===== src/rtl/cp_redund_pkg.sv =====
// Shared types and default constants for the A/B redundancy scheduler.
package cp_redund_pkg;

  localparam int unsigned FRAME_TIMEOUT_DEF  = 3125;
  localparam int unsigned MISS_LIMIT_DEF     = 3;
  localparam int unsigned RECOVER_FRAMES_DEF = 64;
  localparam int unsigned HOLDOFF_DEF        = 400000;
  localparam int unsigned STATE_W            = 3;

  typedef enum logic [STATE_W-1:0] {
    ACT_A = 3'd0,
    ACT_B = 3'd1,
    SW_AB = 3'd2,
    SW_BA = 3'd3,
    NONE  = 3'd4
  } sched_state_t;

endpackage


===== src/rtl/cp_link_health.sv =====
// Per-link health tracker: frame watchdog, saturating miss/good counters
// and a registered health flag with hysteresis.
module cp_link_health
  import cp_redund_pkg::*;
#(
  parameter int unsigned FRAME_TIMEOUT  = FRAME_TIMEOUT_DEF,
  parameter int unsigned MISS_LIMIT     = MISS_LIMIT_DEF,
  parameter int unsigned RECOVER_FRAMES = RECOVER_FRAMES_DEF
) (
  input  logic clk_20M,
  input  logic reset_n,
  input  logic frame,
  input  logic crcerr,
  output logic health
);

  localparam int unsigned WD_W = $clog2(FRAME_TIMEOUT + 1);
  localparam int unsigned MC_W = $clog2(MISS_LIMIT + 1);
  localparam int unsigned GC_W = $clog2(RECOVER_FRAMES + 1);

  logic [WD_W-1:0] wd;
  logic [MC_W-1:0] miss_cnt;
  logic [GC_W-1:0] good_cnt;
  logic            expired;
  logic            miss;
  logic            good;

  // A frame in the same cycle as watchdog expiry suppresses the timeout miss.
  always_comb begin
    expired = (wd == WD_W'(FRAME_TIMEOUT - 1));
    miss    = frame ? crcerr : expired;
    good    = frame & ~crcerr;
  end

  always_ff @(posedge clk_20M) begin
    if (!reset_n) begin
      wd       <= '0;
      miss_cnt <= '0;
      good_cnt <= '0;
      health   <= 1'b1;
    end else begin
      if (frame || expired) wd <= '0;
      else                  wd <= wd + WD_W'(1);

      if (miss) begin
        good_cnt <= '0;
        if (miss_cnt != MC_W'(MISS_LIMIT)) miss_cnt <= miss_cnt + MC_W'(1);
        if (miss_cnt >= MC_W'(MISS_LIMIT - 1)) health <= 1'b0;
      end else if (good) begin
        miss_cnt <= '0;
        if (good_cnt != GC_W'(RECOVER_FRAMES)) good_cnt <= good_cnt + GC_W'(1);
        if (good_cnt >= GC_W'(RECOVER_FRAMES - 1)) health <= 1'b1;
      end
    end
  end

endmodule


===== src/rtl/cp_redund_sched.sv =====
// Redundancy scheduler: health-driven A/B selection with frame-aligned
// handover and a holdoff on operator-forced switches.
module cp_redund_sched
  import cp_redund_pkg::*;
#(
  parameter int unsigned FRAME_TIMEOUT  = FRAME_TIMEOUT_DEF,
  parameter int unsigned MISS_LIMIT     = MISS_LIMIT_DEF,
  parameter int unsigned RECOVER_FRAMES = RECOVER_FRAMES_DEF,
  parameter int unsigned HOLDOFF        = HOLDOFF_DEF
) (
  input  logic               clk_20M,
  input  logic               reset_n,
  input  logic               i_frame_A,
  input  logic               i_frame_B,
  input  logic               i_crcerr_A,
  input  logic               i_crcerr_B,
  input  logic               i_force_A,
  input  logic               i_force_B,
  output logic               o_sel_B,
  output logic               o_switch_pulse,
  output logic               o_health_A,
  output logic               o_health_B,
  output logic               o_both_fail,
  output logic [STATE_W-1:0] o_state
);

  localparam int unsigned HO_W  = $clog2(HOLDOFF + 1);
  localparam int unsigned SWT_W = $clog2(FRAME_TIMEOUT + 1);

  sched_state_t     state, state_nx;
  logic             sel_nx, pulse_nx;
  logic [HO_W-1:0]  holdoff;
  logic [SWT_W-1:0] sw_tmr;
  logic             force_a, force_b, good_a, good_b, ho_done, sw_late, in_sw;

  cp_link_health #(
    .FRAME_TIMEOUT (FRAME_TIMEOUT),
    .MISS_LIMIT    (MISS_LIMIT),
    .RECOVER_FRAMES(RECOVER_FRAMES)
  ) u_health_a (
    .clk_20M(clk_20M), .reset_n(reset_n),
    .frame(i_frame_A), .crcerr(i_crcerr_A), .health(o_health_A)
  );

  cp_link_health #(
    .FRAME_TIMEOUT (FRAME_TIMEOUT),
    .MISS_LIMIT    (MISS_LIMIT),
    .RECOVER_FRAMES(RECOVER_FRAMES)
  ) u_health_b (
    .clk_20M(clk_20M), .reset_n(reset_n),
    .frame(i_frame_B), .crcerr(i_crcerr_B), .health(o_health_B)
  );

  always_comb begin
    force_a  = i_force_A & ~i_force_B;
    force_b  = i_force_B & ~i_force_A;
    good_a   = i_frame_A & ~i_crcerr_A;
    good_b   = i_frame_B & ~i_crcerr_B;
    ho_done  = (holdoff == '0);
    sw_late  = (sw_tmr == SWT_W'(FRAME_TIMEOUT - 1));
    in_sw    = (state == SW_AB) || (state == SW_BA);
    state_nx = state;
    sel_nx   = o_sel_B;
    pulse_nx = 1'b0;
    case (state)
      ACT_A: begin
        if (!o_health_A && !o_health_B)                            state_nx = NONE;
        else if (o_health_B && (!o_health_A || (force_b && ho_done))) state_nx = SW_AB;
      end
      ACT_B: begin
        if (!o_health_A && !o_health_B)                            state_nx = NONE;
        else if (o_health_A && (!o_health_B || (force_a && ho_done))) state_nx = SW_BA;
      end
      SW_AB: begin
        if (!o_health_B) state_nx = ACT_A;
        else if (good_b) begin
          state_nx = ACT_B;
          sel_nx   = 1'b1;
          pulse_nx = 1'b1;
        end else if (sw_late) state_nx = ACT_A;
      end
      SW_BA: begin
        if (!o_health_A) state_nx = ACT_B;
        else if (good_a) begin
          state_nx = ACT_A;
          sel_nx   = 1'b0;
          pulse_nx = 1'b1;
        end else if (sw_late) state_nx = ACT_B;
      end
      NONE: begin
        // Recovering link already selected: resume without a handover.
        if (o_health_A)      state_nx = o_sel_B ? SW_BA : ACT_A;
        else if (o_health_B) state_nx = o_sel_B ? ACT_B : SW_AB;
      end
      default: state_nx = ACT_A;
    endcase
  end

  always_ff @(posedge clk_20M) begin
    if (!reset_n) begin
      state          <= ACT_A;
      o_sel_B        <= 1'b0;
      o_switch_pulse <= 1'b0;
      o_both_fail    <= 1'b0;
      holdoff        <= '0;
      sw_tmr         <= '0;
    end else begin
      state          <= state_nx;
      o_sel_B        <= sel_nx;
      o_switch_pulse <= pulse_nx;
      o_both_fail    <= (state_nx == NONE);
      if (pulse_nx)            holdoff <= HO_W'(HOLDOFF);
      else if (!ho_done)       holdoff <= holdoff - HO_W'(1);
      if (in_sw && state_nx == state) sw_tmr <= sw_tmr + SWT_W'(1);
      else                            sw_tmr <= '0;
    end
  end

  assign o_state = state;

endmodule


===== config.mk =====
export PLATFORM = sky130hd
export DESIGN_NAME = cp_redund_sched
export DESIGN_NICKNAME = d
export VERILOG_FILES = /design/src/rtl/cp_redund_pkg.sv /design/src/rtl/cp_link_health.sv /design/src/rtl/cp_redund_sched.sv
export SDC_FILE = /design/constraint.sdc
export NUM_CORES = 1
export LEC_CHECK = 0
export CAP_MARGIN = 20
export CORE_ASPECT_RATIO = 0.5
export CORE_UTILIZATION = 45
export CTS_CLUSTER_DIAMETER = 60
export CTS_CLUSTER_SIZE = 16
export DETAILED_ROUTE_END_ITERATION = 10
export PLACE_DENSITY_LB_ADDON = 0.15
export SLEW_MARGIN = 20
export SYNTH_ARGS = -nofsm -noshare
export SYNTH_HDL_FRONTEND = slang
export SYNTH_HIERARCHICAL = 1
export SYNTH_SLANG_ARGS = --single-unit

===== constraint.sdc =====
create_clock -name clk_20M -period 2.39 [get_ports clk_20M]
set_clock_uncertainty 0.2 [all_clocks]
set_input_delay 0.239 -clock clk_20M [delete_from_list [all_inputs] [get_ports clk_20M]]
set_output_delay 0.239 -clock clk_20M [all_outputs]
set_load 0.02 [all_outputs]

==> results.yml <==
power:
  switching_power_mw: 1.45
  power_frac_seq: 0.377
  switching_share: 0.324
  irDropWorstVdd_v: 0.000676
  power.density_nw_per_um2: 952
  pwr-share-comb: 0.331
  power.total_mw: 4.46
  leakagePower_nw: 1.69
  internal_power_mw: 3.01
  clock_power_share: 0.292
status:
  status: "completed"
floorplan:
  ios: 16
  die_y_um: 68.6
  die-area_um2: 9270
  rows: 23
  start_util: 0.481
  core-area_um2: 8290
  die_x_um: 135
logic_synthesis:
  synthMuxAreaShare: 0.0182
  synth_edf_count: 0
  synth_seq_cells: 81
  syn_nets: 475
  avgSynthCellArea_um2: 8.85
  synthAdderAreaFrac: 0.0502
  synth_top_family_by_area: "simple AND/OR/NAND/NOR gates"
  synth_top_cell_by_area: "dfxtp_1"
  netlist_top_cells_area: "dfxtp_1 (41%), nor2_1 (7.5%), xor2_1 (7.0%)"
  ys_types: 57
  synth_top_area_share: 0.406
  yosysWarnings: 6
  synth_seq_area_share: 0.406
  synthFlopType: "dfxtp_1"
  synth-compound-area-share: 0.106
  synth.most_common_cell: "dfxtp_1"
  synthXorXnorAreaFrac: 0.101
  synthTopCellsByCount: "dfxtp_1 (81), nor2_1 (80), xor2_1 (32), nand3_1 (26)"
  syn_inst: 451
  synthArstFlopShare: 0
  syn_area_um2: 3990
  yosys.area_share.simple: 0.284
timing:
  period_share: 0.979
  timing.hold.ws_ps: 275
  finalCriticalPeriod_ps: 2340
  slew_violations: 0
  max_slew_margin: 0.672
  report.final.setup_viol: 0
  rsz0062_at_grt: "true"
  setup_ws_ps: 50.8
  worstMarginPinSlew_ps: 487
  hold_viol_final: 0
  max_freq_mhz: 427
cells_and_area:
  diodes: 0
  syn_to_final_growth_pct: 17.3
  nets: 508
  fin_util: 0.565
  drive_above_1_share: 0.119
  fin_cells: 601
critical_path:
  reg2regPathDepth: 7
  r2r-start: "holdoff[0]"
  crit_chain: "inv_2 > ha_4 > or3b_4 > or4_4 > or3_4 > a2111oi_4 > o31a_2"
  endpoint_kind: "register"
  crit_path_end: "o_state[1]"
  arrival_ps: 2420
  crit_path_start: "holdoff[0]"
  worst_path_max_delay_cell: "or4_4"
  r2r_end: "o_state[1]"
  crit_type: "reg -> reg"
  critPathMaxFanout: 8
  worst_ep_required_time_ps: 2470
  r2r_setup_slack_ps: 50
  start_kind: "register"
  cpPeakStageDelay_ps: 420
routing:
  drc: 0
  drtAntennaViolNets: 0
  post_drt_wl_per_cell_um: 12.6
  vias_per_cell: 5.26
  first_iter_violations: 162
  dr_total_vias: 3163
  totalWireLength_um: 7580
  first_pass_iters: 4
clock_tree:
  cts.sinks: 81
  htree_levels: 3
  cts_setup_buffers: 0
  cts_tree: "built"
  clockBufferDepth: 2
  clock-root-buffer: "clkbuf_16"
  clk_pin_slew_worst_paths_ps: 60
  hold_buffers: 0
  cts_buffers: 9
  clk_latency_ps: 340
  cts_resized: 1
global_routing:
  grt_pass1_wl_um: 13000
  grt_max_degree: 15
  grt_antenna_before_repair: 0
  grt_usage: 0.182
  grt_pass1_vias: 2885
  grt-ovfl-total: 0
placement:
  pre_cts_ws_ps: -82.8
  portBuffers: 15
  dpl.hpwl_um: 5410
  gpl.final_weighted_congestion: 0.789
  post-place-cells: 585
worst_hold_path:
  hold_class: "reg -> reg"
run:
  cap_violations: 0
==> cells by family (layout without fill, tap and decap cells) <==
family                     after synthesis  count (layout)
xor gates and xnor gates                46              46
and+or+nand+nor                        211             211
AOI/OAI and AO/OA                       56              56
DFF                                     81              81
adders and majority gates               16              16
buffers and inverters                   34              72
muxes                                    7               7
==> metal layers <==
| layer | wire length [um] | GRT usage | vias up | share of wire |
|---|---|---|---|---|
| met1 | 3950 | 0.224 | 1451 | 0.52 |
| met4 | 111 | 0.0744 | 0 | 0.015 |
| met5 | 0 | 0 | - | 0 |
| met3 | 214 | 0.0570 | 11 | 0.028 |
| met2 | 3300 | 0.302 | 33 | 0.44 |
| li1 | - | - | 1668 | - |
==> through the flow <==
| step | area, um^2 | setup TNS [ps] |
|---|---|---|
| after floorplan | 3990 | 0 |
| after global placement | 4370 | -87.3 |
| after detailed placement | 4370 | -180 |
| after CTS | 4660 | 0 |
| after global routing | 4680 | -20.0 |
| final | 4680 | 0 |
==> power groups by stage <==
stage	Clock [mW]	Combinational [mW]	Sequential [mW]
3_3_place_gp	0	1.40	1.70
3_5_place_dp	0	1.40	1.70
6_report	1.30	1.47	1.68
5_1_grt	1.40	1.65	1.71
4_1_cts	1.34	1.43	1.67
2_1_floorplan	0	1.00	1.67
==> area by class of cell <==
cell class / count / area, um^2
Clock buffer: 12 / 256
Clock inverter: 4 / 27.5
Fill cell: 757 / 3610
Inverter: 22 / 82.6
Multi-Input combinational cell: 336 / 2260
Sequential cell: 81 / 1620
Tap cell: 112 / 140
Timing Repair Buffer: 34 / 293
==> how the worst min path moves through the flow <==
stage,cells past startpoint,slack (ps),end,startpoint
after global routing,2,300,holdoff[13],holdoff[13]
after CTS,1,280,u_health_a/wd[0],u_health_a/wd[0]
after detailed placement,1,260,u_health_a/wd[0],u_health_a/wd[0]
after global placement,1,260,u_health_b/wd[0],u_health_b/wd[0]
after floorplan,1,110,u_health_a/health,reset_n
final,1,270,u_health_a/wd[0],u_health_a/wd[0]
==> sequential cells by signal (all words and copies together) (netlist names) <==
signal / count
u_health_a/health: 1
u_health_a/wd: 12
u_health_b/good_cnt: 7
u_health_b/health: 1
o_switch_pulse: 1
u_health_a/miss_cnt: 2
holdoff: 19
u_health_a/good_cnt: 7
o_both_fail: 1
u_health_b/wd: 12
o_state: 3
sw_tmr: 12
u_health_b/miss_cnt: 2
o_sel_B: 1
==> critical path, delay by kind of cell (launching register included) <==
family	cells	cell delay (ps)
buffers and inverters	1	70
and+or+nand+nor	3	1200
adders and majority gates	1	130
DFF	1	320
AOI/OAI and AO/OA	2	370
==> layout by cell type, fill, tap and decap left out, types with 7 or more instances in the layout <==
cell type and count:
nor4_1 7, nand2_1 22, nor2_1 80, inv_1 20, xnor2_1 14, clkdlybuf4s50_1 15, ha_1 15, nand3_1 26
xor2_1 32, clkbuf_16 9, dfxtp_1 79, a21oi_1 17, buf_4 19, nand4_1 17, nor3_1 9
Power figures use the tool's default switching activity.
